**src/rtl/prog_loader_mem_pkg.sv**
```systemverilog
// Shared types and constants for the program memory and its byte-serial loader.
package prog_loader_mem_pkg;

    localparam int PROG_DEPTH = 16;
    localparam int PROG_AW    = 4;
    localparam int PROG_DW    = 8;

    localparam logic [PROG_DW-1:0] NOP_WORD = 8'h00;

    typedef enum logic [1:0] {
        RUN  = 2'd0,
        LOAD = 2'd1,
        DONE = 2'd2
    } loader_state_t;

    typedef struct packed {
        logic [PROG_AW-1:0] addr;
    } virt_addr_t;

    // Only virt_addr.addr selects an instruction; seg is carried for the core's benefit.
    typedef struct packed {
        logic [3:0] seg;
        virt_addr_t virt_addr;
    } addr_t;

    typedef struct packed {
        logic [3:0] opcode;
        logic [3:0] imm;
    } data_t;

endpackage

```
**src/rtl/prog_mem_array.sv**
```systemverilog
// DEPTH x DW register file: one combinational read port, one synchronous write port, async clear.
module prog_mem_array #(
    parameter int DEPTH = 16,
    parameter int AW    = 4,
    parameter int DW    = 8
) (
    input  logic          i_clk,
    input  logic          i_rst,
    input  logic          i_we,
    input  logic [AW-1:0] i_waddr,
    input  logic [DW-1:0] i_wdata,
    input  logic [AW-1:0] i_raddr,
    output logic [DW-1:0] o_rdata
);

    logic [DEPTH-1:0][DW-1:0] r_mem;

    always_ff @(posedge i_clk or posedge i_rst) begin
        if (i_rst) begin
            r_mem <= '0;
        end else if (i_we) begin
            r_mem[i_waddr] <= i_wdata;
        end
    end

    assign o_rdata = r_mem[i_raddr];

endmodule

```
**src/rtl/prog_loader_mem.sv**
```systemverilog
// Program memory feeding the CPU core, rewritable at run time through a valid/ready byte port.
module prog_loader_mem
    import prog_loader_mem_pkg::*;
#(
    parameter int DEPTH = PROG_DEPTH,
    parameter int AW    = PROG_AW,
    parameter int DW    = PROG_DW
) (
    input  logic          i_clock,
    input  logic          i_reset,
    input  addr_t         i_addr,
    output data_t         o_data,
    output logic          o_cpu_hold,
    input  logic          i_ld_start,
    input  logic          i_ld_abort,
    input  logic          i_ld_valid,
    input  logic [DW-1:0] i_ld_data,
    output logic          o_ld_ready,
    output logic          o_ld_done,
    output logic [AW:0]   o_ld_count,
    output logic [DW-1:0] o_ld_sum
);

    loader_state_t r_state;
    logic [AW-1:0] r_ptr;
    logic [AW:0]   r_ld_count;
    logic [DW-1:0] r_ld_sum;
    logic          r_ld_ready;
    logic          r_ld_done;

    logic          w_hs;
    logic          w_last;
    logic [DW-1:0] w_rdata;
    logic          w_unused;

    assign w_hs     = i_ld_valid & r_ld_ready;
    assign w_last   = w_hs && (r_ptr == AW'(DEPTH - 1));
    assign w_unused = &{1'b0, i_addr.seg};

    prog_mem_array #(
        .DEPTH (DEPTH),
        .AW    (AW),
        .DW    (DW)
    ) u_mem (
        .i_clk   (i_clock),
        .i_rst   (i_reset),
        .i_we    (w_hs),
        .i_waddr (r_ptr),
        .i_wdata (i_ld_data),
        .i_raddr (i_addr.virt_addr.addr),
        .o_rdata (w_rdata)
    );

    always_ff @(posedge i_clock or posedge i_reset) begin
        if (i_reset) begin
            r_state    <= RUN;
            r_ptr      <= '0;
            r_ld_count <= '0;
            r_ld_sum   <= '0;
            r_ld_ready <= 1'b0;
            r_ld_done  <= 1'b0;
        end else begin
            case (r_state)
                RUN: begin
                    if (i_ld_start) begin
                        r_state    <= LOAD;
                        r_ptr      <= '0;
                        r_ld_count <= '0;
                        r_ld_sum   <= '0;
                        r_ld_ready <= 1'b1;
                    end
                end
                LOAD: begin
                    if (w_hs) begin
                        r_ptr      <= r_ptr + 1'b1;
                        r_ld_count <= r_ld_count + 1'b1;
                        r_ld_sum   <= r_ld_sum + i_ld_data;
                    end
                    // A byte arriving with abort is still counted above before leaving.
                    if (w_last || i_ld_abort) begin
                        r_state    <= DONE;
                        r_ld_ready <= 1'b0;
                        r_ld_done  <= 1'b1;
                    end
                end
                DONE: begin
                    r_state   <= RUN;
                    r_ld_done <= 1'b0;
                end
                default: begin
                    r_state    <= RUN;
                    r_ld_ready <= 1'b0;
                    r_ld_done  <= 1'b0;
                end
            endcase
        end
    end

    // The core sees NOPs whenever it is held, so nothing half-loaded is ever fetched.
    assign o_data     = (r_state == RUN) ? data_t'(w_rdata) : data_t'(NOP_WORD);
    assign o_cpu_hold = (r_state != RUN);
    assign o_ld_ready = r_ld_ready;
    assign o_ld_done  = r_ld_done;
    assign o_ld_count = r_ld_count;
    assign o_ld_sum   = r_ld_sum;

endmodule

```
**config.mk**
```make
export PLATFORM = sky130hd
export DESIGN_NAME = prog_loader_mem
export DESIGN_NICKNAME = d
export VERILOG_FILES = /design/src/rtl/prog_loader_mem_pkg.sv /design/src/rtl/prog_mem_array.sv /design/src/rtl/prog_loader_mem.sv
export SDC_FILE = /design/constraint.sdc
export NUM_CORES = 1
export LEC_CHECK = 0
export ABC_AREA = 1
export CAP_MARGIN = 20
export CORE_MARGIN = 10
export CORE_UTILIZATION = 60
export DETAILED_ROUTE_END_ITERATION = 8
export PLACE_DENSITY = 0.8
export SLEW_MARGIN = 20
export SYNTH_ARGS = -nofsm -noshare
export SYNTH_HDL_FRONTEND = slang
export SYNTH_HIERARCHICAL = 1
export SYNTH_SLANG_ARGS = --single-unit
```
**constraint.sdc**
```tcl
create_clock -name i_clock -period 5.9 [get_ports i_clock]
set_input_delay 1.77 -clock i_clock [delete_from_list [all_inputs] [get_ports i_clock]]
set_output_delay 1.77 -clock i_clock [all_outputs]
set_load 0.005 [all_outputs]
```
After elaboration in Yosys (flattened, before gate mapping)
Index checks and enable logic that the tools add are counted.
{"block": "classes", "n_addsub": 3, "n_lt_le_gt_ge": 3, "n_eq_ne": 6, "mux": 23, "bitwise_logic": 3, "n_reduce_logical": 10}
{"operator": "128-bit bitwise mux", "count": 1}
{"operator": "8-bit 2-to-1 mux", "count": 5}
{"operator": "8-bit binary-select mux with 4-bit select", "count": 1}
{"operator": "8-bit demux with 4-bit select", "count": 1}
{"operator": "8-bit case mux with 2 select lines", "count": 1}
{"operator": "4-bit by 5-bit < comparator with 1-bit output (second input constant)", "count": 2}
{"operator": "5-bit 2-to-1 mux", "count": 2}
{"operator": "5-bit case mux with 2 select lines", "count": 1}
{"operator": "8-bit adder", "count": 1}
{"operator": "4-bit 2-to-1 mux", "count": 2}
{"operator": "4-bit case mux with 2 select lines", "count": 1}
{"operator": "2-bit inequality test (second input constant)", "count": 3}
{"operator": "3-bit AND reduction", "count": 2}
{"operator": "5-bit by 1-bit adder with 5-bit output (second input constant)", "count": 1}
{"operator": "4-bit by 1-bit adder with 4-bit output (second input constant)", "count": 1}
{"operator": "4-bit equality test (second input constant)", "count": 1}
{"operator": "4-bit by 1-bit greater-or-equal comparator with 1-bit output (second input constant)", "count": 1}
{"operator": "2-bit 2-to-1 mux", "count": 2}
{"operator": "2-bit case mux with 2 select lines", "count": 1}
{"operator": "2-bit AND reduction", "count": 2}
{"operator": "2-bit nonzero test", "count": 2}
{"operator": "1-bit 2-to-1 mux", "count": 3}
{"operator": "1-bit case mux with 3 select lines", "count": 1}
{"operator": "2-bit by 1-bit equality test with 1-bit output (second input constant)", "count": 1}
{"operator": "other kinds (7)", "count": 9}
{"block": "word_totals", "register_bits": 149, "inputBits": 21, "output_inout_bits": 24, "elab_cells": 70}

Depth between registers and ports, before layout
{"block": "logic_depth", "word_depth": 5, "ltp_mapped": 10, "mapped_depth_nobuf": 9}

Cells and area by module
The synthesis kept the hierarchy.
{"mod": "prog_mem_array", "instances": 1, "cells_each": 846, "area_each_um2": 6348.6, "seq_area_each_um2": 3203.1}
{"mod": "prog_loader_mem", "instances": 1, "cells_each": 171, "area_each_um2": 1316.3, "seq_area_each_um2": 525.5}

Worst setup path after synthesis
OpenSTA, ideal clock, no wires.
{"block": "synth_path", "path_type": "input -> output", "from": "in i_addr[1] (netlist bit)", "to": "out o_data[4] (netlist bit)", "arrival_time_ps": 2728, "required_ps": 4130, "path_slack_ps": 1402, "path_stages": 9, "path_buffers": 2, "path_cell_list": "clkbuf_1 -> inv_1 -> clkbuf_1 -> nand3_1 -> nand3_1 -> nand3_1 -> nand2_1 -> inv_1 -> nor2_1"}
{"item": "start: declaration", "line": "prog_loader_mem.sv:11", "text": "input addr_t i_addr,"}
{"item": "end: declaration", "line": "prog_loader_mem.sv:12", "text": "output data_t o_data,"}

==> results.ini <==
[clocking]
path_clk_slew_ns = 0.05
clkLatencyLatePin_ns = 0.42
cts_setup_buffers = 0
clockBufferDepth = 2
cts_buffers = 17
ctsHoldBuffers = 0
cts_sinks = 149
cts_root_buf = clkbuf_16
h-tree-depth = 4
cts_resized = 0
cts_tree = yes

[cells_and_area]
syn2layout_area_growth_pct = 13.6
drive_gt1_share_pct = 6.20
final_cell_area_um2 = 8710
nets = 1067
diodes = 0

[grt]
grt_pass1_vias = 6275
overflow = 0
grt.total_usage_pct = 20.9
grt_max_degree = 129
antenna_found_initial = 0
grt_pass1_wl_um = 30300

[setup_path]
r2r-end = u_mem/r_mem[32]
startpoint_type = input port
path_class = input port to output pin
cp-endpoint = o_data[4]
rrSetupSlack_ns = 3.90
required_ns = 4.13
r2r_cells = 4
critPathMaxFanout = 16
startpoint = i_addr[2]
arrival_ns = 3.77
worstSetupEndpointType = output pin
regToRegStartpoint = o_ld_ready

[synthesis]
yosys_warnings = 6
ys_ff_latch = 149
avgSynthCellArea_um2 = 7.54
syn-num-nets = 1048
synth_top_area_share_pct = 48.6
yosys_most_used_dff = dfrtp_1
async_reset_ff_share_pct = 100
ys_top_cells_by_area = dfrtp_1 (49%), nand2_1 (17%), o21ai_0 (8.8%), nand3_1 (7.8%), inv_1 (7.5%)
syn_inst = 1017
synth.distinct_cells = 32
synth_edf_count = 0
seq_area_frac_synth_pct = 48.6
yosysTopAreaCell = dfrtp_1
synthesis.area_um2 = 7660

[floorplan]
start_util_pct = 61.0
dieArea_um2 = 17700
rows = 41
ioPinCount = 45
die-height_um = 133
coreArea_um2 = 12600
die_w_um = 133

[timing]
setup-violations-final = 0
finalHoldViolCount = 0
period_needed_ns = 5.54
drv_slew = 0
clock_skew_ns = 0.00729
rsz0062_at_grt = no
period_share_pct = 94.0
tightest_slew_ns = 0.813
fmax_ghz = 0.180
setup_tns_ns = 0
slew_headroom_pct = 45.8

[placed_design]
hpwl_um = 12200
routabilityCongestion = 0.845
placed_cell_area_um2 = 8140
port_buffers = 40

[routing]
viasPerCell = 5.31
totalWireLength_um = 18100
highest_layer = met4
wl_per_cell_um = 14.8
ant_nets = 0
wl_met2_um = 8960
firstDrtPassIters = 5
drtIter0Drc = 650
drc = 0
wl_met1_um = 7880
met3_length_um = 994
via_count = 6480

[min_path]
hp-class = flip-flop to flip-flop

[power]
ir_worst_vdd_v = 0.000310
cellLeakagePower_nw = 4.26
power.density_nw_per_um2 = 353

[outcome]
run_status = complete, no violations

[job]
cap_viol_max_count = 0

logic make-up after synthesis:
logic type	synth area share, %
compound gates	9.48
xor+xnor	0.686
fa+ha+maj	1.73
buf+inv	11.2
flops	48.6
simple gates	28.3
final cells by class:
cell class	instances	area, um2
clock inverter	9	104
timing repair buffer	51	528
clock buffer	23	458
sequential	149	3730
multi-input combinational	660	3080
inverter	157	592
fill	1012	3860
tap	172	215
stage by stage:
step                instances  total power, mW  hold slack, ns  utilization (%)  setup slack [ns]
floorplan                1017             1.78           0.445                -             0.717
CTS                      1221             3.09           0.482             69.3             0.379
finish                   1221             3.07           0.480             69.3             0.356
global route             1221             3.26           0.489             69.3             0.274
global placement         1189             2.02           0.459             64.8             0.419
detailed placement       1189             2.05           0.468             64.8             0.386
flip-flops by register name, summed over array words and instances (netlist names):
name and count:
o_ld_done 1, o_ld_ready 1, o_ld_sum 8, o_ld_count 5
u_mem/r_mem 128, r_state 2, r_ptr 4
cell usage in the layout (no fill, tap or decap), drive strengths merged, types with 4 or more instances in the layout:
cell           instances
clkinv                 5
nand2                339
ha                     9
inv                  157
clkdlybuf4s50         39
buf                   12
clkbuf                23
nor3                   4
dfrtp                149
nor2                  28
a21oi                  5
nand3                123
o21ai                137
xor2                   5
per-layer routing:
layer  global-route usage (%)  vias to the layer above
met1                     26.7                     3077
met5                        0                        -
met4                     6.91                        0
met3                     4.69                       22
met2                     34.5                      180
li1                         -                     3201
synthesized netlist by cell type, types with 5 or more instances:
cell and instances:
nand2_1 337, o21ai_0 135, clkbuf_1 21, xor2_1 5
ha_1 9, inv_1 153, buf_6 5, dfrtp_1 149
nor2_1 19, buf_2 18, nand3_1 119, a21oi_1 5
where the power goes:
part           leakage (nW)  internal [mW]  switching (mW)  total (mW)
clock network         0.271          0.631           0.399        1.03
logic                  2.25          0.306           0.437       0.744
registers              1.74           1.18           0.114        1.30
total                  4.26           2.12           0.949        3.07
critical path, stage by stage:
cell and delay, ns:
clkdlybuf4s50_1 0.44, inv_1 0.53, nand3_1 0.23, nand3_1 0.17
nand2_1 0.08, inv_1 0.06, nor2_1 0.04, clkdlybuf4s50_1 0.46
worst min-delay path by stage:
| stage | start | end | slack [ns] | cells after the start |
|---|---|---|---|---|
| CTS | u_mem/r_mem[102] | u_mem/r_mem[102] | 0.48 | 2 |
| floorplan | u_mem/r_mem[102] | u_mem/r_mem[102] | 0.45 | 2 |
| global route | u_mem/r_mem[102] | u_mem/r_mem[102] | 0.49 | 2 |
| detailed placement | u_mem/r_mem[102] | u_mem/r_mem[102] | 0.47 | 2 |
| finish | u_mem/r_mem[102] | u_mem/r_mem[102] | 0.48 | 2 |
| global placement | u_mem/r_mem[102] | u_mem/r_mem[102] | 0.46 | 2 |
No activity file was read; power rests on OpenSTA's default activity.
